==> src/rtl/trap_ctrl_if.sv <==
// Signal bundle between the exe/mem pipeline, csr_file, pipe_ctrl and trap_ctrl.
// The slave modport is the trap sequencer's view; the master modport is the surrounding core's.
interface trap_ctrl_if #(
    parameter int ADDR_WIDTH     = 32,
    parameter int DATA_WIDTH     = 32,
    parameter int CSR_ADDR_WIDTH = 12
);
    logic [31:0]               inst;
    logic [ADDR_WIDTH-1:0]     inst_addr;
    logic                      stall;
    logic                      jump_pending;
    logic                      mem_csr_we;
    logic                      irq_timer;
    logic [DATA_WIDTH-1:0]     csr_mstatus;
    logic [DATA_WIDTH-1:0]     csr_mie;
    logic [DATA_WIDTH-1:0]     csr_mtvec;
    logic [DATA_WIDTH-1:0]     csr_mepc;
    logic                      csr_we;
    logic [CSR_ADDR_WIDTH-1:0] csr_waddr;
    logic [DATA_WIDTH-1:0]     csr_wdata;
    logic                      hold;
    logic                      jump_enable;
    logic [ADDR_WIDTH-1:0]     jump_addr;

    modport master (
        output inst, inst_addr, stall, jump_pending, mem_csr_we, irq_timer,
        output csr_mstatus, csr_mie, csr_mtvec, csr_mepc,
        input  csr_we, csr_waddr, csr_wdata, hold, jump_enable, jump_addr
    );

    modport slave (
        input  inst, inst_addr, stall, jump_pending, mem_csr_we, irq_timer,
        input  csr_mstatus, csr_mie, csr_mtvec, csr_mepc,
        output csr_we, csr_waddr, csr_wdata, hold, jump_enable, jump_addr
    );
endinterface

==> src/rtl/trap_ctrl.sv <==
// Machine-mode trap sequencer: takes ECALL/EBREAK/MRET and the gated timer interrupt,
// writes mepc/mcause/mstatus one per cycle, then redirects the pipeline.
//
// state    | meaning
// IDLE     | watching exe; accepts a trap/MRET when the pipeline is quiet
// W_MEPC   | writing mepc with the latched epc
// W_MCAUSE | writing mcause with the latched cause
// W_MSTAT  | trap entry mstatus update (MPIE<=MIE, MIE<=0, MPP<=M)
// W_MRET   | MRET mstatus update (MIE<=MPIE, MPIE<=1, MPP<=M)
// JUMP     | one-cycle redirect to mtvec (trap) or mepc (MRET)
module trap_ctrl #(
    parameter int ADDR_WIDTH     = 32,
    parameter int DATA_WIDTH     = 32,
    parameter int CSR_ADDR_WIDTH = 12
) (
    input logic       clk,
    input logic       rst_n,
    trap_ctrl_if.slave bus
);
    typedef enum logic [2:0] {
        IDLE, W_MEPC, W_MCAUSE, W_MSTAT, W_MRET, JUMP
    } state_t;

    localparam logic [31:0] INST_ECALL  = 32'h0000_0073;
    localparam logic [31:0] INST_EBREAK = 32'h0010_0073;
    localparam logic [31:0] INST_MRET   = 32'h3020_0073;

    state_t                state, state_nxt;
    logic [DATA_WIDTH-1:0] cause_q, cause_nxt;
    logic [ADDR_WIDTH-1:0] epc_q, epc_nxt;
    logic                  mret_q, mret_nxt;
    logic [DATA_WIDTH-1:0] mst;

    logic is_ecall, is_ebreak, is_mret, irq_en, quiet, accept;

    assign is_ecall  = (bus.inst == INST_ECALL);
    assign is_ebreak = (bus.inst == INST_EBREAK);
    assign is_mret   = (bus.inst == INST_MRET);
    assign irq_en    = bus.irq_timer & bus.csr_mstatus[3] & bus.csr_mie[7];
    assign quiet     = ~bus.stall & ~bus.jump_pending & ~bus.mem_csr_we;
    // rst_n gates the combinational accept so hold stays low while in reset
    assign accept    = rst_n & quiet & (is_ecall | is_ebreak | is_mret | irq_en);

    always_ff @(posedge clk or negedge rst_n) begin
        if (!rst_n) begin
            state   <= IDLE;
            cause_q <= '0;
            epc_q   <= '0;
            mret_q  <= 1'b0;
        end else begin
            state   <= state_nxt;
            cause_q <= cause_nxt;
            epc_q   <= epc_nxt;
            mret_q  <= mret_nxt;
        end
    end

    always_comb begin
        state_nxt       = state;
        cause_nxt       = cause_q;
        epc_nxt         = epc_q;
        mret_nxt        = mret_q;
        mst             = bus.csr_mstatus;
        bus.hold        = 1'b0;
        bus.csr_we      = 1'b0;
        bus.csr_waddr   = '0;
        bus.csr_wdata   = '0;
        bus.jump_enable = 1'b0;
        bus.jump_addr   = '0;
        case (state)
            IDLE: begin
                if (accept) begin
                    bus.hold = 1'b1;
                    epc_nxt  = bus.inst_addr;
                    if (is_mret) begin
                        state_nxt = W_MRET;
                        mret_nxt  = 1'b1;
                    end else begin
                        state_nxt = W_MEPC;
                        mret_nxt  = 1'b0;
                        if (is_ecall)
                            cause_nxt = DATA_WIDTH'(32'd11);
                        else if (is_ebreak)
                            cause_nxt = DATA_WIDTH'(32'd3);
                        else
                            cause_nxt = DATA_WIDTH'(32'h8000_0007);
                    end
                end
            end
            W_MEPC: begin
                bus.hold      = 1'b1;
                bus.csr_we    = 1'b1;
                bus.csr_waddr = CSR_ADDR_WIDTH'(12'h341);
                bus.csr_wdata = DATA_WIDTH'({epc_q[ADDR_WIDTH-1:2], 2'b00});
                state_nxt     = W_MCAUSE;
            end
            W_MCAUSE: begin
                bus.hold      = 1'b1;
                bus.csr_we    = 1'b1;
                bus.csr_waddr = CSR_ADDR_WIDTH'(12'h342);
                bus.csr_wdata = cause_q;
                state_nxt     = W_MSTAT;
            end
            W_MSTAT: begin
                mst[7]        = bus.csr_mstatus[3];
                mst[3]        = 1'b0;
                mst[12:11]    = 2'b11;
                bus.hold      = 1'b1;
                bus.csr_we    = 1'b1;
                bus.csr_waddr = CSR_ADDR_WIDTH'(12'h300);
                bus.csr_wdata = mst;
                state_nxt     = JUMP;
            end
            W_MRET: begin
                mst[3]        = bus.csr_mstatus[7];
                mst[7]        = 1'b1;
                mst[12:11]    = 2'b11;
                bus.hold      = 1'b1;
                bus.csr_we    = 1'b1;
                bus.csr_waddr = CSR_ADDR_WIDTH'(12'h300);
                bus.csr_wdata = mst;
                state_nxt     = JUMP;
            end
            JUMP: begin
                bus.hold        = 1'b1;
                bus.jump_enable = 1'b1;
                if (mret_q)
                    bus.jump_addr = ADDR_WIDTH'(bus.csr_mepc);
                else
                    bus.jump_addr = ADDR_WIDTH'({bus.csr_mtvec[DATA_WIDTH-1:2], 2'b00});
                state_nxt = IDLE;
            end
            default: state_nxt = IDLE;
        endcase
    end
endmodule

==> src/flat_wrapper.sv <==
// flat-port wrapper written by rule: the top's interface ports become plain ports
module trap_ctrl_flat 
#(
    parameter int ADDR_WIDTH     = 32,
    parameter int DATA_WIDTH     = 32,
    parameter int CSR_ADDR_WIDTH = 12
)
  (clk, rst_n, bus_inst, bus_inst_addr, bus_stall, bus_jump_pending, bus_mem_csr_we, bus_irq_timer, bus_csr_mstatus, bus_csr_mie, bus_csr_mtvec, bus_csr_mepc, bus_csr_we, bus_csr_waddr, bus_csr_wdata, bus_hold, bus_jump_enable, bus_jump_addr);
  trap_ctrl_if #(.ADDR_WIDTH(ADDR_WIDTH), .DATA_WIDTH(DATA_WIDTH), .CSR_ADDR_WIDTH(CSR_ADDR_WIDTH)) bus_i ();
  input logic clk;
  input logic rst_n;
  input wire logic [$bits(bus_i.inst)-1:0] bus_inst;
  input wire logic [$bits(bus_i.inst_addr)-1:0] bus_inst_addr;
  input wire logic [$bits(bus_i.stall)-1:0] bus_stall;
  input wire logic [$bits(bus_i.jump_pending)-1:0] bus_jump_pending;
  input wire logic [$bits(bus_i.mem_csr_we)-1:0] bus_mem_csr_we;
  input wire logic [$bits(bus_i.irq_timer)-1:0] bus_irq_timer;
  input wire logic [$bits(bus_i.csr_mstatus)-1:0] bus_csr_mstatus;
  input wire logic [$bits(bus_i.csr_mie)-1:0] bus_csr_mie;
  input wire logic [$bits(bus_i.csr_mtvec)-1:0] bus_csr_mtvec;
  input wire logic [$bits(bus_i.csr_mepc)-1:0] bus_csr_mepc;
  output wire logic [$bits(bus_i.csr_we)-1:0] bus_csr_we;
  output wire logic [$bits(bus_i.csr_waddr)-1:0] bus_csr_waddr;
  output wire logic [$bits(bus_i.csr_wdata)-1:0] bus_csr_wdata;
  output wire logic [$bits(bus_i.hold)-1:0] bus_hold;
  output wire logic [$bits(bus_i.jump_enable)-1:0] bus_jump_enable;
  output wire logic [$bits(bus_i.jump_addr)-1:0] bus_jump_addr;
  assign bus_i.inst = bus_inst;
  assign bus_i.inst_addr = bus_inst_addr;
  assign bus_i.stall = bus_stall;
  assign bus_i.jump_pending = bus_jump_pending;
  assign bus_i.mem_csr_we = bus_mem_csr_we;
  assign bus_i.irq_timer = bus_irq_timer;
  assign bus_i.csr_mstatus = bus_csr_mstatus;
  assign bus_i.csr_mie = bus_csr_mie;
  assign bus_i.csr_mtvec = bus_csr_mtvec;
  assign bus_i.csr_mepc = bus_csr_mepc;
  assign bus_csr_we = bus_i.csr_we;
  assign bus_csr_waddr = bus_i.csr_waddr;
  assign bus_csr_wdata = bus_i.csr_wdata;
  assign bus_hold = bus_i.hold;
  assign bus_jump_enable = bus_i.jump_enable;
  assign bus_jump_addr = bus_i.jump_addr;
  trap_ctrl #(.ADDR_WIDTH(ADDR_WIDTH), .DATA_WIDTH(DATA_WIDTH), .CSR_ADDR_WIDTH(CSR_ADDR_WIDTH)) u_core (.clk(clk), .rst_n(rst_n), .bus(bus_i));
endmodule
==> config.mk <==
export PLATFORM = sky130hd
export DESIGN_NAME = trap_ctrl_flat
export DESIGN_NICKNAME = d
export VERILOG_FILES = /design/src/rtl/trap_ctrl_if.sv /design/src/rtl/trap_ctrl.sv /design/src/flat_wrapper.sv
export SDC_FILE = /design/constraint.sdc
export NUM_CORES = 1
export LEC_CHECK = 0
export BUFFER_PORTS_ARGS = -buffer_cell sky130_fd_sc_hd__buf_2
export CORE_AREA = 2 2 108 110
export DETAILED_ROUTE_END_ITERATION = 6
export DIE_AREA = 0 0 110 112
export HOLD_SLACK_MARGIN = 0.02
export PLACE_DENSITY = 0.66
export SYNTH_ARGS = -nofsm -noshare
export SYNTH_HDL_FRONTEND = slang
export SYNTH_SLANG_ARGS = --single-unit
==> constraint.sdc <==
create_clock -name clk -period 1.8 [get_ports clk]
set_input_delay 0.09 -clock clk [delete_from_list [all_inputs] [get_ports clk]]
set_output_delay 0.09 -clock clk [all_outputs]
set_load 0.02 [all_outputs]
## After elaboration in Yosys (flattened, before gate mapping)

Cells that the tools add are included.

- Register bits: 68
- Input bits: 198
- Output and inout bits: 79

- Reductions and logical operators: 6
- Bitwise logic cells: 13
- Multiplexer cells: 14
- Equality and inequality tests: 9

Operator list:

| kind | count |
|---|---|
| $mux W32 | 4 |
| $pmux W32 S4 | 1 |
| $eq A32 B21 Y1 const B | 1 |
| $eq A32 B30 Y1 const B | 1 |
| $eq A32 B7 Y1 const B | 1 |
| $pmux W10 S3 | 1 |
| $pmux W3 S4 | 1 |
| $and A1 B1 Y1 | 6 |
| $eq A3 B2 Y1 const B | 2 |
| $eq A3 B3 Y1 const B | 2 |
| $mux W3 | 2 |
| $reduce_or A5 Y1 | 1 |
| $mux W1 | 4 |
| $not A1 Y1 | 4 |
| $reduce_or A4 Y1 | 1 |
| $eq A3 B1 Y1 const B | 1 |
| $logic_not A3 Y1 | 1 |
| $or A1 B1 Y1 | 3 |
| $reduce_and A3 Y1 | 1 |
| $ne A2 B1 Y1 const B | 1 |
| $pmux W1 S2 | 1 |
| $reduce_and A2 Y1 | 1 |
| $reduce_or A2 Y1 | 1 |

## Logic depth before layout (Yosys ltp)

- Depth in word-level cells: 7
- Gate-level depth with buffers: 7
- Gate-level depth less buffers: 5

## Worst setup path after synthesis

No wires, ideal clock.

- Path type: register to output
- Start point: register u_core.state[1]
- End point: output bus_csr_waddr[9]
- Required time: 1,710 ps
- Path slack: -271 ps
- Cell stages (with the launch flop): 5
- Path buffers: 2
- Arrival: 1,981 ps
- Path through: dfrtp_1 clkbuf_1 nor3b_1 or3_1 buf_4

- Cells in the longest elaborated chain, start to end: 3
- Elaborated cells on any way between the ends: 6
- Those cells by class: eq/ne (4); mux (1); reduce/logical (1)

Ends and longest elaborated chain:

| what | line | RTL |
|---|---|---|
| from (decl) | trap_ctrl.sv:28 | `state_t state, state_nxt;` |
| from (signal assigned) | trap_ctrl.sv:51 | `state <= state_nxt;` |
| $eq A3 B2 Y1 or $eq A3 B3 Y1 (tied branches) | trap_ctrl.sv:70 | `case (state)` |
| $reduce_or A2 Y1 (no line) | n/a |  |
| $pmux W10 S3 * | trap_ctrl.sv:70 |  |
| to (decl) | flat_wrapper.sv:23 | `output wire logic [$bits(bus_i.csr_waddr)-1:0] bus_csr_waddr;` |

Mark *: on every way between the ends. The rest lies on a longest branch, timed or not.

## Worst setup path in the final report

- Start point: register u_core.state[0]
- End point: output bus_csr_waddr[6]

The elaborated chain is that of the path after synthesis.

==> flow_summary_export.csv <==
group,metric,value,unit
drt,wl,9750,µm
worst_setup_path,critPathMaxFanout,15,
sta,rsz0062_at_grt,"true",
floorplanning,core,11200,µm²
cells_and_area,fillers,1127,
cells_and_area,nets,697,
synth,yosys_warnings,0,
global_route,grt_max_degree,38,
synth,synth_top_area_share,34.3,%
placed_design,placed_cells,625,
clock_network,cts.path.max_buffers,2,
floorplanning,fp-row-count,39,
sta,fin_skew,0.00274,ns
synth,ys_async_sr_fraction,100,%
floorplanning,die_x,110,µm
drt,drtIter0Drc,108,
sta,setup_viol_count_final,0,
placed_design,routabilityCongestion,0.812,
synth,synth-edff-count,0,
cells_and_area,multi_input_area,1640,µm²
synth,ys_ff_latch,37,
synth,yosys-top-cells-area,"dfrtp_1 34%, mux2_4 15%, mux2i_1 11%",
worst_setup_path,cp_num_buf_inv,2,
floorplanning,boundaryPins,277,
drt,drt_pre_antenna_iters,4,
clock_network,insertion_delay,0.27,ns
worst_setup_path,crit_family,"simple AND/OR/NAND/NOR gates",
global_route,grt_pass1_wl,14200,µm
worst_setup_path,critPathArrivalTime,1.68,ns
power_and_ir_drop,finalPower,4.20,mW
drt,via_per_inst,4.56,
global_route,first_global_vias,2890,
synth,synth.avg_cell_area,10.5,µm²
synth,syn-cell-area,2700,µm²
drt,vias,2930,
sta,slew_violations,0,
clock_network,clk_pin_slew,0.05,ns
clock_network,htree_levels,2,
drt,drcViolationCount,0,
floorplanning,die-area,12300,µm²
cells_and_area,syn2layout_area_growth,61.2,%
power_and_ir_drop,power.density,964,nW/µm²
worst_setup_path,crit_type,"reg2out",
global_route,grt_overflow_total,0,
job,maxCapViolCount,0,
worst_setup_path,cp-end-kind,"output port",
floorplanning,start_util,24.2,%
placed_design,dp_hpwl,7610,µm
floorplanning,dieHeight,112,µm
power_and_ir_drop,p_leak,2.44,nW
clock_network,cts-root-buf,"clkbuf_16",
sta,hold_viol,0,
clock_network,cts_buffers,5,
clock_network,cts.sinks,37,
cells_and_area,register_area,930,µm²
worst_setup_path,path_cells,"nor2b_2 -> and2_4 -> buf_12 -> or2_2 -> buf_2",
power_and_ir_drop,vdd_drop_max,0.456,mV
sta,finalHoldWorstSlack,0.0443,ns
global_route,gr-usage-all-layers,14.4,%
synth,synthCells,256,
worst_setup_path,start_kind,"flip-flop",
sta,period_needed,1.77,ns
synth,synth.distinct_cells,43,
synth,ys.flop_type,"dfrtp_1",
sta,fin_crit_sh,98.5,%
worst_setup_path,cp.required,1.71,ns
synth,yosysSeqAreaShare,34.3,%
status,status,"finished clean",
global_route,antenna_found_initial,0,
sta,max_freq,564,MHz
clock_network,cts_tree,"yes",
worst_setup_path,slowest_delay,0.44,ns
drt,wl_per_cell,15.2,µm
cells_and_area,antenna_cells,0,
worst_setup_path,cp_slowest_cell,"dfrtp_2",
synth,synth_area_leader_cell,"dfrtp_1",
worst_hold_path,hold_path_class,"in2reg",
drt,antenna_left,0,
cells_and_area,final_cells,642,
placed_design,io_buffers,232,
cells_and_area,drive_gt1_share,64.1,%
-- layout by cell type (no fill, tap or decap), types with 3 or more instances in the layout --
cell type  count
mux2_4        27
a21oi_1        3
buf_12         5
conb_1         7
dfrtp_2        3
nor2_1        33
buf_4         18
nand2_1       10
a22o_1        27
nand3_1        3
inv_1          4
nor3_1         3
o21ai_0        4
buf_2        232
dfrtp_1       34
a22oi_1        4
clkbuf_16      6
mux2i_1       30
mux2_2         3
-- logic make-up after synthesis --
| group | count (synthesis) | synth area share, % |
|---|---|---|
| and+or+nand+nor | 76 | 15.2 |
| muxes | 60 | 27.4 |
| AOI/OAI and AO/OA | 50 | 15.6 |
| DFF | 37 | 34.3 |
| buffers and inverters | 32 | 7.37 |
| other | 1 | 0.139 |
-- worst reg2reg max path, stage by stage (launching register included) --
cell and delay, ns:
dfrtp_2 0.44, buf_4 0.17, nor2_1 0.11, nand2_1 0.10
nor2_4 0.14, o211ai_4 0.11, buf_12 0.19, mux2_4 0.32
-- where the power goes --
| part | switching [mW] | internal (mW) |
|---|---|---|
| registers | 0.0714 | 0.907 |
| clock network | 0.309 | 0.543 |
| logic | 1.34 | 1.03 |
| total | 1.72 | 2.48 |
-- synth_stat cells, types with 2 or more instances --
cell / n
and4bb_2: 2
and3_1: 2
nor2_1: 33
nor4b_2: 2
a21o_1: 3
buf_4: 11
nor2b_1: 2
inv_1: 4
mux2_4: 27
or2_2: 2
nor2_4: 2
nor3_1: 4
nor4_1: 4
mux2_2: 3
nand2_1: 10
buf_2: 4
nand3_1: 3
o21ai_0: 4
nor3b_1: 2
or3_1: 2
a22o_1: 27
a21oi_1: 3
clkbuf_1: 9
buf_6: 3
a22oi_1: 4
dfrtp_1: 37
mux2i_1: 30
and3_2: 2
-- final timing paths --
path	from	to	slack, ns	cells past startpoint
min	bus_inst_addr[28]	u_core.epc_q[28]	0.04	2
min in group asynchronous	rst_n	u_core.state[2]	0.46	3
max	u_core.state[0]	bus_csr_waddr[6]	0.03	5
max reg2reg	u_core.state[1]	u_core.epc_q[9]	0.10	7
max in group asynchronous	rst_n	u_core.state[1]	0.98	3
min reg2reg	u_core.epc_q[14]	u_core.epc_q[14]	0.51	1
-- final cells by class --
type,count,share of cell area (%)
repair buffers,258,33.2
flip-flops and latches,37,21.4
multi-input cells,193,37.8
clock buffers,7,3.28
well taps,143,4.11
inverters,4,0.345
-- metrics by stage --
step                      setup TNS, ns  utilization (%)  setup slack, ns  instance area [µm²]
after floorplan                       0                -           0.0720                 2730
after global placement                0             36.4            0.148                 4070
after detailed placement              0             36.4            0.102                 4070
after CTS                             0             38.2          0.00326                 4270
after global routing            -0.0267             38.9          -0.0105                 4350
final                                 0             38.9           0.0262                 4350
-- flip-flops by register name, indices dropped and copies added (netlist names) --
signal          cells
u_core.cause_q      3
u_core.epc_q       30
u_core.mret_q       1
u_core.state        3
-- routing by layer --
metal	share of wire, %	track usage (%)	up-vias
li1	-	-	1410
met1	41	18.4	1400
met2	52	25.2	108
met3	5.9	2.05	12
met4	1.3	3.88	0
met5	0	0	-
-- repair_timing --
item / in CTS / in global routing
hold endpoints to repair: 37 / 0
pin swaps: 1 / 2
buffers inserted: 5 / 3
cloned: 0 / 1
endpoints found under the setup margin: 59 / 32
hold buffers: 1 / 0
gates resized for setup: 6 / 7
Power figures use the tool's default switching activity.
